===== src/rtl/btn_led_ctrl.sv =====
// btn_led_ctrl: synchronises and debounces eight buttons plus a mode button,
// forms single-cycle press pulses and drives the LED bank in DIRECT, TOGGLE
// or RUN (running light) mode.
// Build option: define BTN_LED_CTRL_DEBOUNCE_EN to enable the per-input
// debounce counters; otherwise the synchroniser output is used unfiltered.
module btn_led_ctrl #(
    parameter int DEBOUNCE_CYCLES = 4,
    parameter int RUN_PERIOD      = 8
) (
    input  logic       clk,
    input  logic       rst,
    input  logic [7:0] btns,
    input  logic       mode_btn,
    output logic [7:0] leds,
    output logic [1:0] mode,
    output logic [7:0] press
);

    localparam int NIN = 9;                  // 8 buttons + mode button (bit 8)
    localparam int TW  = $clog2(RUN_PERIOD);

    typedef enum logic [1:0] {
        MODE_DIRECT = 2'd0,
        MODE_TOGGLE = 2'd1,
        MODE_RUN    = 2'd2
    } mode_t;

    logic [NIN-1:0] raw;
    logic [NIN-1:0] sync1_q;
    logic [NIN-1:0] sync2_q;
    logic [NIN-1:0] db;
    logic [NIN-1:0] db_dly_q;
    logic           mpress;

    mode_t          mode_q;
    logic [7:0]     leds_q;
    logic [TW-1:0]  tick_q;

    assign raw = {mode_btn, btns};

    // Two-flop synchroniser for all raw pin inputs.
    always_ff @(posedge clk) begin
        if (rst) begin
            sync1_q <= '0;
            sync2_q <= '0;
        end else begin
            sync1_q <= raw;
            sync2_q <= sync1_q;
        end
    end

`ifdef BTN_LED_CTRL_DEBOUNCE_EN
    localparam int CW = $clog2(DEBOUNCE_CYCLES);

    generate
        for (genvar gi = 0; gi < NIN; gi++) begin : g_db
            logic [CW-1:0] cnt_q;
            logic          db_bit_q;

            // Stable value only follows the input after it has differed
            // for DEBOUNCE_CYCLES consecutive samples.
            always_ff @(posedge clk) begin
                if (rst) begin
                    cnt_q    <= '0;
                    db_bit_q <= 1'b0;
                end else if (sync2_q[gi] == db_bit_q) begin
                    cnt_q <= '0;
                end else if (cnt_q == CW'(DEBOUNCE_CYCLES - 1)) begin
                    db_bit_q <= sync2_q[gi];
                    cnt_q    <= '0;
                end else begin
                    cnt_q <= cnt_q + 1'b1;
                end
            end

            assign db[gi] = db_bit_q;
        end
    endgenerate
`else
    // Without the filter the synchronised input is the stable value, so
    // glitches reach the LEDs and DEBOUNCE_CYCLES has no effect.
    logic [31:0] unused_debounce_cycles;
    assign unused_debounce_cycles = DEBOUNCE_CYCLES;
    assign db = sync2_q;
`endif

    // One-cycle delayed copy of the stable values for rising-edge detection.
    always_ff @(posedge clk) begin
        if (rst) begin
            db_dly_q <= '0;
        end else begin
            db_dly_q <= db;
        end
    end

    assign press  = db[7:0] & ~db_dly_q[7:0];
    assign mpress = db[8] & ~db_dly_q[8];

    // Mode FSM with LED and running-light tick registers; a mode change
    // takes priority and discards button presses from the same cycle.
    always_ff @(posedge clk) begin
        if (rst) begin
            mode_q <= MODE_DIRECT;
            leds_q <= '0;
            tick_q <= '0;
        end else if (mpress) begin
            case (mode_q)
                MODE_DIRECT: begin
                    mode_q <= MODE_TOGGLE;
                    leds_q <= 8'h00;
                end
                MODE_TOGGLE: begin
                    mode_q <= MODE_RUN;
                    leds_q <= 8'h01;
                    tick_q <= '0;
                end
                default: begin
                    mode_q <= MODE_DIRECT;
                    leds_q <= db[7:0];
                end
            endcase
        end else begin
            case (mode_q)
                MODE_DIRECT: begin
                    leds_q <= db[7:0];
                end
                MODE_TOGGLE: begin
                    leds_q <= leds_q ^ press;
                end
                MODE_RUN: begin
                    if (press != 8'h00) begin
                        // Isolate the lowest set press bit as the new light.
                        leds_q <= press & (~press + 8'd1);
                        tick_q <= '0;
                    end else if (tick_q == TW'(RUN_PERIOD - 1)) begin
                        leds_q <= {leds_q[6:0], leds_q[7]};
                        tick_q <= '0;
                    end else begin
                        tick_q <= tick_q + 1'b1;
                    end
                end
                default: begin
                    // Unused encoding: recover to a known state.
                    mode_q <= MODE_DIRECT;
                    leds_q <= 8'h00;
                end
            endcase
        end
    end

    assign leds = leds_q;
    assign mode = mode_q;

endmodule


===== config.mk =====
export PLATFORM = sky130hd
export DESIGN_NAME = btn_led_ctrl
export DESIGN_NICKNAME = d
export VERILOG_FILES = /design/src/rtl/btn_led_ctrl.sv
export SDC_FILE = /design/constraint.sdc
export NUM_CORES = 1
export LEC_CHECK = 0
export ABC_AREA = 1
export CAP_MARGIN = 0
export CELL_PAD_IN_SITES_DETAIL_PLACEMENT = 1
export CELL_PAD_IN_SITES_GLOBAL_PLACEMENT = 1
export CORE_ASPECT_RATIO = 1.1
export CORE_UTILIZATION = 38
export CTS_CLUSTER_SIZE = 10
export DETAILED_ROUTE_END_ITERATION = 7
export PLACE_DENSITY = 0.74
export SLEW_MARGIN = 20
export SYNTH_ARGS = -nofsm -noshare
export SYNTH_HDL_FRONTEND = slang
export SYNTH_SLANG_ARGS = --single-unit

===== constraint.sdc =====
create_clock -name clk -period 1.6 [get_ports clk]
set_input_delay 0.16 -clock clk [delete_from_list [all_inputs] [get_ports clk]]
set_output_delay 0.16 -clock clk [all_outputs]
set_load 0.01 [all_outputs]

==> key figures <==
Clock network
  • Clock Path Buffers: 2
  • Clock Sinks: 40
  • H-tree depth: 2
  • Clk slew on worst S/H paths: 80 ps
  • CTS tree: done
  • Total CTS buffers: 5
  • Root buf cell: clkbuf_8
  • Worst skew pair latency: 290 ps
  • CTS Hold Bufs: 0

Route
  • DRT Wirelength: 5420 microns
  • DRT Pass-1 Iters: 6
  • DRC Markers: 1
  • DR vias/cell: 4.85
  • DR WL/cell: 13.6 microns
  • Antenna Nets Post-Route: 0
  • Via count: 1925
  • Drt initial violations: 63

Layout
  • Proportion of layout cells with a drive suffix above 1: 18.6%
  • Area growth from synthesis to layout: 30.0%
  • Utilization after layout: 51.8%
  • Fin area: 0.00261 sq mm
  • Final net count: 351
  • Non-filler cells, final: 397
  • Ant diodes: 0

Die
  • Die Y: 78.2 microns
  • Initial Utilization: 39.8%
  • Core area: 0.00503 sq mm
  • Die ar.: 0.00557 sq mm
  • I/O pins: 29
  • Core Rows: 27
  • Chip width: 71.3 microns

Global routing
  • Met1 GRT Util: 27.0%
  • Vias in the first global route: 1885
  • Met3 Use GR: 3.08%
  • Largest net degree at the start of global routing: 22
  • GR peak layer: met2
  • Total track usage: 20.6%
  • Met2 Use GR: 35.1%
  • Global-route wire length before repair: 8860 microns
  • Antenna violations before repair: 0
  • Total grt overflow: 0

Synth
  • Yosys reg bits: 40
  • Syn_area_per_cell: 6.82 sq um
  • Most frequent cell after synthesis: inv_1
  • Ys Warns: 0
  • Net Count, Synth: 307
  • Sequential area share after synthesis: 39.9%
  • Yosys top cell by area: dfxtp_1
  • Dominant cells by area after synthesis: dfxtp_1 40%, inv_1 13%, nand2_1 10%
  • Cell Area, Synth: 0.00201 sq mm
  • Post-synth EDFFs: 0
  • Yosys top cell area share: 39.9%
  • Top_reg_cell synth: dfxtp_1
  • Synth cell types: 23
  • Top cells by count, synth: 67 x inv_1, 55 x nand2_1, 40 x dfxtp_1, 38 x nor2_1, 27 x nand3_1
  • Post-Synthesis Cells: 294
  • Asr flop ratio synth: 0%

Placed design
  • Placed Cells incl. Taps: 384
  • Worst slack, placed: 158 ps
  • Placed cell areas: 0.00240 sq mm
  • RD Place Congestion: 0.840
  • PortBufs: 28
  • Final HPWL DP: 3920 microns

Setup path
  • Cell family with most CP delay: simple AND/OR/NAND/NOR gates
  • Slowest cell on crit path: dfxtp_2
  • Critical Path End Type: register
  • Reg-to-reg startpoint: db[5]
  • Crit path DAT: 1750 ps
  • Flop-to-flop setup slack: 40 ps
  • Critical Setup Path Class: reg2reg
  • RR Endpoint: leds[6]
  • Startpoint type of the worst setup path: register
  • Worst-path cell chain: nand2_2 > nand2_4 > nor2_8 > nand2_4 > nor2_4 > nand2_8 > buf_6 > o21ai_1 > a21oi_1
  • CP max FO: 10
  • Buf/Inv on CP: 1
  • Most frequent CP cell: nand2_4
  • Cells on worst reg2reg path: 9
  • CP max stage delay: 350 ps
  • Worst Path Required: 1790 ps

Timing
  • Clock period minus worst slack: 1560 ps
  • Unrepaired setup endpoints after global routing: true
  • Worst slew pin tran: 515 ps
  • Max_slew headroom: 65.6%
  • Final Hold Vio Count: 0
  • Fmax: 0.640 GHz
  • Setup Viol. Count Final: 0
  • Max-slew violation count: 0
  • Final Cycle Share: 97.7%
  • Clock skew: 5.09 ps
  • Final WS setup: 37.2 ps

Pwr
  • Pwr Density: 862 mW/mm^2
  • Leakage: 1.36 nW
  • Maximum vdd drop: 0.502 mV
  • Total Power: 2.25 mW

Status
  • Failing checks: design-rule violations
  • Outcome: complete, but fails checks

Hold path
  • Hold path cells: 3
  • Hold Path Class: in2reg
  • WHS Endpoint: sync1_q[3]
  • Hold Crit Start: btns[3]

Flow run
  • Max-cap viol count: 0
[area by class of cell]
class,instances,area (sq um)
clock buffer,5,68.8
clock inverter,3,46.3
inverter,71,267
timing repair buffer,43,417
sequential,40,815
multi-input combinational,177,922
tap,58,72.6
fill,661,2430
[layer usage]
metal / vias to the layer above / share of wire [%] / wire length (microns)
li1: 964 / - / -
met4: 0 / 1.8 / 97
met3: 9 / 3.5 / 191
met2: 43 / 47 / 2550
met1: 909 / 47 / 2570
met5: - / 0 / 0
[where the power goes]
group | switching, mW | total (mW) | internal (mW)
Clock | 0.378 | 0.848 | 0.470
Sequential | 0.0301 | 1.06 | 1.03
Combinational | 0.191 | 0.336 | 0.146
Total | 0.599 | 2.25 | 1.65
[sequential cells by signal (all words and copies together), names as in the netlist]
signal	count
mode	2
db	9
sync1_q	9
tick_q	3
db_dly_q	9
leds	8
[cell usage in the layout (no fill, tap or decap)]
cell type	instances
nand3_1	27
nor2_2	2
inv_2	4
a211oi_1	1
o21ai_0	5
nor2_8	1
dfxtp_4	1
bufinv_16	1
dlymetal6s2s_1	8
ha_1	2
nor2_1	38
nor2_4	5
nand2_4	5
xor2_1	1
buf_6	1
a21oi_1	16
nand2_8	1
o21ai_1	7
inv_1	67
inv_6	1
clkbuf_8	5
o21ai_2	5
clkdlybuf4s50_1	20
dfxtp_1	31
nand2_2	7
clkinvlp_4	1
buf_4	14
nand2_1	52
nand4_1	1
dfxtp_2	8
a21oi_2	1
[timing repair]
item                                    4_1_cts  5_1_grt
hold endpoints to repair                      0        0
resized for setup                            10       14
pin swaps                                     0        2
buffers inserted                              0        5
endpoints found under the setup margin        8        8
[worst max-delay path by stage]
stage / end / depth (start not counted) / from
4_1_cts: press[5] / 3 / db[5]
2_1_floorplan: leds[5] / 9 / mode[1]
5_1_grt: leds[6] / 11 / db_dly_q[4]
6_report: leds[6] / 9 / db[5]
3_5_place_dp: leds[5] / 9 / db[1]
3_3_place_gp: leds[5] / 9 / db[0]
[worst register-to-register path, stage by stage, from the launching register on]
cell and delay [ps]:
dfxtp_2 350, nand2_2 130, nand2_4 90, nor2_8 160, nand2_4 100, nor2_4 180
nand2_8 100, buf_6 160, o21ai_1 140, a21oi_1 50
[logic make-up (layout without fill, tap and decap cells)]
| family | count (synthesis) | in the layout | synth area share (%) |
|---|---|---|---|
| buffers and inverters | 77 | 122 | 15.2 |
| adder cells (fa/ha/maj) | 2 | 2 | 1.25 |
| XOR/XNOR | 1 | 1 | 0.437 |
| AND/OR/NAND/NOR | 139 | 139 | 33.3 |
| AO/OA/AOI/OAI | 35 | 35 | 9.98 |
| flip-flops | 40 | 40 | 39.9 |
[stage by stage]
stage	TNS, ps	hold WS (ps)
after detailed placement	0	402
after global routing	-170	377
after CTS	0	370
final	0	374
after floorplan	0	238
after global placement	0	389
(Power assumes the default switching activity.)
